==> config.mk <==
export PLATFORM = sky130hd
export DESIGN_NAME = and_delay_meter_flat
export DESIGN_NICKNAME = d
export VERILOG_FILES = /design/src/rtl/and_delay_meter_pkg.sv /design/src/rtl/and_delay_meter_if.sv /design/src/rtl/and_delay_meter_sync_edge.sv /design/src/rtl/and_delay_meter.sv /design/src/flat_wrapper.sv
export SDC_FILE = /design/constraint.sdc
export NUM_CORES = 1
export LEC_CHECK = 0
export BUFFER_PORTS_ARGS = -buffer_cell sky130_fd_sc_hd__buf_2
export CORE_ASPECT_RATIO = 1.5
export CORE_MARGIN = 2
export CORE_UTILIZATION = 33
export CTS_BUF_LIST = sky130_fd_sc_hd__clkbuf_16
export DETAILED_ROUTE_END_ITERATION = 8
export HOLD_SLACK_MARGIN = 0.08
export PLACE_DENSITY = 0.6
export SYNTH_ARGS = -nofsm -noshare
export SYNTH_HDL_FRONTEND = slang
export SYNTH_SLANG_ARGS = --single-unit
export TNS_END_PERCENT = 10
==> constraint.sdc <==
create_clock -name clk -period 7.3 [get_ports clk]
set_input_delay 1.095 -clock clk [delete_from_list [all_inputs] [get_ports clk]]
set_output_delay 1.095 -clock clk [all_outputs]
set_load 0.005 [all_outputs]
==> src/rtl/and_delay_meter_pkg.sv <==
// Shared definitions for the AND-gate delay meter.
//   NUM_VARIANTS : number of ring oscillators (four AND variants x three hold styles)
//   SEL_W        : width of the variant select
//   state_t      : measurement FSM states
//   PA_H1..PD_H20: variant indices, index = 3*p + h
package and_delay_meter_pkg;

    localparam int NUM_VARIANTS = 12;
    localparam int SEL_W        = 4;

    typedef enum logic [1:0] {
        IDLE,
        SETTLE,
        MEASURE,
        REPORT
    } state_t;

    localparam logic [SEL_W-1:0] PA_H1  = 4'd0;
    localparam logic [SEL_W-1:0] PA_H5  = 4'd1;
    localparam logic [SEL_W-1:0] PA_H20 = 4'd2;
    localparam logic [SEL_W-1:0] PB_H1  = 4'd3;
    localparam logic [SEL_W-1:0] PB_H5  = 4'd4;
    localparam logic [SEL_W-1:0] PB_H20 = 4'd5;
    localparam logic [SEL_W-1:0] PC_H1  = 4'd6;
    localparam logic [SEL_W-1:0] PC_H5  = 4'd7;
    localparam logic [SEL_W-1:0] PC_H20 = 4'd8;
    localparam logic [SEL_W-1:0] PD_H1  = 4'd9;
    localparam logic [SEL_W-1:0] PD_H5  = 4'd10;
    localparam logic [SEL_W-1:0] PD_H20 = 4'd11;

    // True when s names an existing oscillator.
    function automatic logic is_valid_sel(input logic [SEL_W-1:0] s);
        return (s <= PD_H20);
    endfunction

    // One-hot enable word for oscillator s.
    function automatic logic [NUM_VARIANTS-1:0] onehot_en(input logic [SEL_W-1:0] s);
        logic [NUM_VARIANTS-1:0] one;
        one = {{(NUM_VARIANTS-1){1'b0}}, 1'b1};
        return one << s;
    endfunction

endpackage

==> src/rtl/and_delay_meter_if.sv <==
// Request/result bundle of the delay meter.
//   master: drives sel, window, start; observes busy, done, count, ovf, err
//   slave : the meter itself
interface and_delay_meter_if #(
    parameter int CNT_W = 16,
    parameter int WIN_W = 16
) ();
    logic [and_delay_meter_pkg::SEL_W-1:0] sel;
    logic [WIN_W-1:0]                      window;
    logic                                  start;
    logic                                  busy;
    logic                                  done;
    logic [CNT_W-1:0]                      count;
    logic                                  ovf;
    logic                                  err;

    modport master (
        output sel, window, start,
        input  busy, done, count, ovf, err
    );

    modport slave (
        input  sel, window, start,
        output busy, done, count, ovf, err
    );
endinterface

==> src/rtl/and_delay_meter_sync_edge.sv <==
// Two-flop synchronizer plus rising-edge detector for one asynchronous bit.
//   clk, rst_n : clock and asynchronous active-low reset
//   d          : asynchronous input
//   rise       : high for one clk cycle per synchronized 0->1 transition
module sync_edge (
    input  logic clk,
    input  logic rst_n,
    input  logic d,
    output logic rise
);
    logic meta_reg;
    logic sync_reg;
    logic sync_d_reg;

    always_ff @(posedge clk or negedge rst_n) begin
        if (!rst_n) begin
            meta_reg   <= 1'b0;
            sync_reg   <= 1'b0;
            sync_d_reg <= 1'b0;
        end else begin
            meta_reg   <= d;
            sync_reg   <= meta_reg;
            sync_d_reg <= sync_reg;
        end
    end

    assign rise = sync_reg & ~sync_d_reg;
endmodule

==> src/rtl/and_delay_meter.sv <==
// Measures the frequency of one of twelve AND-gate ring oscillators by
// counting its rising edges over a programmable number of clk cycles.
//   clk, rst_n : clock and asynchronous active-low reset
//   ro_in      : oscillator outputs (asynchronous)
//   ro_en      : one-hot oscillator enables
//   bus        : request (sel, window, start) and result (busy, done, count, ovf, err)
module and_delay_meter
    import and_delay_meter_pkg::*;
#(
    parameter int CNT_W      = 16,
    parameter int WIN_W      = 16,
    parameter int SETTLE_CYC = 8
) (
    input  logic                    clk,
    input  logic                    rst_n,
    input  logic [NUM_VARIANTS-1:0] ro_in,
    output logic [NUM_VARIANTS-1:0] ro_en,
    and_delay_meter_if.slave        bus
);
    localparam int SET_W = (SETTLE_CYC > 1) ? $clog2(SETTLE_CYC) : 1;

    state_t                  state_reg;
    logic [SEL_W-1:0]        sel_reg;
    logic [WIN_W-1:0]        win_reg;
    logic [WIN_W-1:0]        win_cnt_reg;
    logic [SET_W-1:0]        settle_cnt_reg;
    logic [CNT_W-1:0]        edge_cnt_reg;
    logic [CNT_W-1:0]        count_reg;
    logic                    ovf_reg;
    logic                    err_reg;
    logic                    done_reg;
    logic                    busy_reg;
    logic                    rej_reg;
    logic [NUM_VARIANTS-1:0] ro_en_reg;

    logic osc_sel;
    logic osc_rise;
    logic start_ok;

    // Select mux uses the latched index so later changes on sel cannot
    // disturb a running measurement.
    assign osc_sel = ro_in[sel_reg];

    sync_edge u_sync_edge (
        .clk  (clk),
        .rst_n(rst_n),
        .d    (osc_sel),
        .rise (osc_rise)
    );

    // A start coinciding with done is dropped; the FSM is already back in
    // IDLE then, so done_reg must be part of the guard.
    assign start_ok = bus.start && !busy_reg && !done_reg;

    always_ff @(posedge clk or negedge rst_n) begin
        if (!rst_n) begin
            state_reg      <= IDLE;
            sel_reg        <= '0;
            win_reg        <= '0;
            win_cnt_reg    <= '0;
            settle_cnt_reg <= '0;
            edge_cnt_reg   <= '0;
            count_reg      <= '0;
            ovf_reg        <= 1'b0;
            err_reg        <= 1'b0;
            done_reg       <= 1'b0;
            busy_reg       <= 1'b0;
            rej_reg        <= 1'b0;
            ro_en_reg      <= '0;
        end else begin
            done_reg <= 1'b0;
            case (state_reg)
                IDLE: begin
                    if (start_ok) begin
                        if (is_valid_sel(bus.sel)) begin
                            sel_reg        <= bus.sel;
                            win_reg        <= bus.window;
                            ro_en_reg      <= onehot_en(bus.sel);
                            busy_reg       <= 1'b1;
                            settle_cnt_reg <= SET_W'(SETTLE_CYC - 1);
                            state_reg      <= SETTLE;
                        end else begin
                            // Rejected request: the result is published on
                            // this very edge, REPORT only returns to IDLE.
                            count_reg <= '0;
                            ovf_reg   <= 1'b0;
                            err_reg   <= 1'b1;
                            done_reg  <= 1'b1;
                            rej_reg   <= 1'b1;
                            state_reg <= REPORT;
                        end
                    end
                end
                SETTLE: begin
                    if (settle_cnt_reg == '0) begin
                        // Clearing here discards any rises seen while the
                        // oscillator was still starting up.
                        edge_cnt_reg <= '0;
                        if (win_reg == '0) begin
                            ro_en_reg <= '0;
                            state_reg <= REPORT;
                        end else begin
                            win_cnt_reg <= win_reg - WIN_W'(1);
                            state_reg   <= MEASURE;
                        end
                    end else begin
                        settle_cnt_reg <= settle_cnt_reg - SET_W'(1);
                    end
                end
                MEASURE: begin
                    if (osc_rise && (edge_cnt_reg != '1)) begin
                        edge_cnt_reg <= edge_cnt_reg + CNT_W'(1);
                    end
                    if (win_cnt_reg == '0) begin
                        ro_en_reg <= '0;
                        state_reg <= REPORT;
                    end else begin
                        win_cnt_reg <= win_cnt_reg - WIN_W'(1);
                    end
                end
                REPORT: begin
                    if (!rej_reg) begin
                        count_reg <= edge_cnt_reg;
                        // Counter only stops at all-ones by saturating.
                        ovf_reg   <= &edge_cnt_reg;
                        err_reg   <= 1'b0;
                        done_reg  <= 1'b1;
                    end
                    busy_reg  <= 1'b0;
                    rej_reg   <= 1'b0;
                    ro_en_reg <= '0;
                    state_reg <= IDLE;
                end
                default: state_reg <= IDLE;
            endcase
        end
    end

    assign ro_en     = ro_en_reg;
    assign bus.busy  = busy_reg;
    assign bus.done  = done_reg;
    assign bus.count = count_reg;
    assign bus.ovf   = ovf_reg;
    assign bus.err   = err_reg;
endmodule

==> src/flat_wrapper.sv <==
// flat-port wrapper written by rule: the top's interface ports become plain ports
module and_delay_meter_flat import and_delay_meter_pkg::*;
#(
    parameter int CNT_W      = 16,
    parameter int WIN_W      = 16,
    parameter int SETTLE_CYC = 8
)
  (clk, rst_n, ro_in, ro_en, bus_sel, bus_window, bus_start, bus_busy, bus_done, bus_count, bus_ovf, bus_err);
  and_delay_meter_if #(.CNT_W(CNT_W), .WIN_W(WIN_W)) bus_i ();
  input  logic clk;
  input  logic rst_n;
  input  logic [NUM_VARIANTS-1:0] ro_in;
  output logic [NUM_VARIANTS-1:0] ro_en;
  input wire logic [$bits(bus_i.sel)-1:0] bus_sel;
  input wire logic [$bits(bus_i.window)-1:0] bus_window;
  input wire logic [$bits(bus_i.start)-1:0] bus_start;
  output wire logic [$bits(bus_i.busy)-1:0] bus_busy;
  output wire logic [$bits(bus_i.done)-1:0] bus_done;
  output wire logic [$bits(bus_i.count)-1:0] bus_count;
  output wire logic [$bits(bus_i.ovf)-1:0] bus_ovf;
  output wire logic [$bits(bus_i.err)-1:0] bus_err;
  assign bus_i.sel = bus_sel;
  assign bus_i.window = bus_window;
  assign bus_i.start = bus_start;
  assign bus_busy = bus_i.busy;
  assign bus_done = bus_i.done;
  assign bus_count = bus_i.count;
  assign bus_ovf = bus_i.ovf;
  assign bus_err = bus_i.err;
  and_delay_meter #(.CNT_W(CNT_W), .WIN_W(WIN_W), .SETTLE_CYC(SETTLE_CYC)) u_core (.clk(clk), .rst_n(rst_n), .ro_in(ro_in), .ro_en(ro_en), .bus(bus_i));
endmodule
==> flow_metrics.tcl <==
set metrics [dict create \
    grt-ovfl-total 0 \
    maxSlewViolCount 0 \
    cts_sinks 93 \
    firstDrtPassIters 4 \
    max_freq_ghz 0.327 \
    clkTransAtPathRegs_ps 60 \
    path_buf_inv 2 \
    drc_errors 0 \
    crit_path_max_incr_delay_ps 450 \
    timing.final.crit_period_ps 3050 \
    synthAdderAreaFrac 0.0204 \
    start_util 0.338 \
    fin_skew_ps 6.83 \
    routedWlPerCell_um 15.7 \
    synth_enable_flop_cells 0 \
    dp_hpwl_um 8230 \
    ctsResizeCount 0 \
    portBuffers 66 \
    worstSetupPathType "flip-flop to flip-flop" \
    rows 54 \
    async_flop_share 1.00 \
    postCtsSetupRepairBufs 0 \
    grt_pass1_wl_um 18900 \
    setup_tns_ps 0 \
    slew_headroom 0.318 \
    dp.cells 708 \
    cts_made_buffers 9 \
    syn_nets 504 \
    startpoint_type "flip-flop" \
    synth_cell_types 69 \
    routed_wl_um 11400 \
    synth_compound_area_frac 0.142 \
    required_ps 7530 \
    critPathMaxFanout 46 \
    drv_cap 0 \
    peakVddDrop_uv 185 \
    ios 67 \
    h-tree-depth 3 \
    gp_congestion 0.767 \
    cp-end-kind "flip-flop" \
    dpl_cell_area_mm2 0.00541 \
    antenna_found_initial 0 \
    tritoncts "built" \
    area_delta_synth_final_pct 17.0 \
    root_buffer "clkbuf_16" \
    die_w_um 104 \
    min_path_cells 0 \
    rsz0062_at_grt "no" \
    synth_flop_cell "dfrtp_1" \
    slowest_stage "nor4_2" \
    tightest_slew_ps 1020 \
    vias_per_cell 5.22 \
    ys_seq_elements 93 \
    core-area_mm2 0.0145 \
    crit_chain "inv_1, ha_1, buf_4, mux2i_1, ha_1, o21ai_1, nor4_2, nand2b_1, o21ai_0, a221o_1" \
    synth_simple_gate_area_frac 0.189 \
    synth_top_family_by_area "simple AND/OR/NAND/NOR gates" \
    syn_avg_cell_area_um2 10.6 \
    fp.dieH_um 153 \
    detail-route-antenna-nets 0 \
    drive_gt1_frac 0.252 \
    reg2reg_depth 10 \
    fillers 1441 \
    p_total_mw 2.22 \
    num_vias 3778 \
    final_cells 724 \
    ys_warn_count 0 \
    p_leak_nw 2.62 \
    hold_class "flip-flop to flip-flop" \
    worstSetupPathDepth 10 \
    status "completed" \
    postSynthCellCount 461 \
    netlist_area_mm2 0.00491 \
    whs_ps 364 \
    ys_seq_area_frac 0.474 \
    ctsHoldBuffers 0 \
    worstPathArrival_ps 3280 \
    clk_latency_ps 350 \
    die_area_mm2 0.0159 \
    grt_pass1_vias 3779 \
    finalInstanceArea_mm2 0.00574 \
    setup_viol 0 \
    hold_viol_final 0 \
    cts_buffer_depth 2 \
    grt_usage 0.148 \
    nets 566 \
    power.density_mw_per_mm2 387 \
    synth_xor_area_frac 0.0517 \
    drt_iter0_markers 203 \
    crit_top_cell "ha_1" \
    finalCritPeriodShare 0.418 \
    synthMuxAreaShare 0.0946 \
    grt_max_degree 53 \
    crit_family "compound AO/OA/AOI/OAI gates" \
    diodes 0 \
]
-- worst reg2reg max path: stages (launching register included) --
cell and delay, ps:
dfrtp_1 420, inv_1 100, ha_1 140, buf_4 420
mux2i_1 300, ha_1 290, o21ai_1 290, nor4_2 460
nand2b_1 150, o21ai_0 70, a221o_1 300
-- cell usage in the layout, fill, tap and decap left out, types with 4 or more instances in the layout --
master | synthesis | layout
a21oi_1 | 17 | 17
a22o_1 | 19 | 19
and2_1 | 4 | 4
buf_2 | 2 | 65
clkbuf_16 | 0 | 9
dfrtp_1 | 93 | 93
ha_1 | 8 | 8
inv_1 | 12 | 12
mux2_2 | 21 | 21
mux2_4 | 6 | 6
mux2i_1 | 7 | 7
nand2_1 | 28 | 28
nand2b_1 | 6 | 6
nand3_1 | 12 | 12
nand3b_1 | 4 | 4
nand4_1 | 8 | 8
nor2_1 | 55 | 55
nor2b_1 | 5 | 5
nor3_1 | 12 | 12
nor4_1 | 10 | 10
o21ai_0 | 15 | 15
o22ai_1 | 8 | 8
o2bb2ai_1 | 5 | 5
xnor2_1 | 5 | 5
xor2_1 | 24 | 24
-- per-layer routing --
metal  GRT usage  wire length [µm]  up-vias
li1            -                 -     1799
met1       0.183              4980     1876
met4      0.0785               281        0
met5           0                 0        -
met2       0.256              5790       88
met3      0.0145               334       15
-- power breakdown --
part | total [mW] | internal [mW] | switching, mW
Combinational | 0.851 | 0.375 | 0.476
Clock | 0.534 | 0.333 | 0.202
Sequential | 0.839 | 0.662 | 0.177
Total | 2.22 | 1.37 | 0.855
-- layout make-up --
| class | instances | area, µm² | area share |
|---|---|---|---|
| clock buffer | 9 | 225 | 0.0392 |
| sequential | 93 | 2330 | 0.405 |
| tap | 196 | 245 | 0.0427 |
| timing repair buffer | 68 | 348 | 0.0606 |
| multi-input combinational | 339 | 2440 | 0.425 |
| clock inverter | 7 | 114 | 0.0198 |
| inverter | 12 | 45.0 | 0.00784 |
-- through the flow --
step / utilization / setup WS [ps]
6_report: 0.395 / 4250
3_3_place_gp: 0.372 / 3980
4_1_cts: 0.395 / 4220
5_1_grt: 0.395 / 3990
2_1_floorplan: - / 4310
3_5_place_dp: 0.372 / 3850
-- logic make-up after synthesis --
group / count (synthesis)
AOI/OAI and AO/OA: 93
xor gates and xnor gates: 29
adders and majority gates: 8
buffers and inverters: 29
DFF: 93
muxes: 37
and+or+nand+nor: 172
-- synth_stat cells, drive strengths merged, types with 11 or more instances --
cell / number / share of area
mux2: 27 / 0.067
nor2: 55 / 0.042
xor2: 24 / 0.043
dfrtp: 93 / 0.47
nor3: 15 / 0.020
nand2: 29 / 0.023
a22o: 19 / 0.034
inv: 12 / 0.0092
a21oi: 18 / 0.019
nand3: 12 / 0.012
o21ai: 19 / 0.021
nor4: 11 / 0.015
-- path summary, 6_finish.rpt --
| path | start | slack, ps | to |
|---|---|---|---|
| min | u_core.u_sync_edge.meta_reg | 360 | u_core.u_sync_edge.sync_reg |
| max reg2reg | u_core.state_reg[0] | 4250 | u_core.win_cnt_reg[12] |
| min reg2reg | u_core.u_sync_edge.meta_reg | 360 | u_core.u_sync_edge.sync_reg |
| max in group asynchronous | rst_n | 5510 | u_core.settle_cnt_reg[1] |
| max | u_core.state_reg[0] | 4250 | u_core.win_cnt_reg[12] |
| min in group asynchronous | rst_n | 720 | u_core.bus.count[3] |
(Power assumes the default switching activity.)
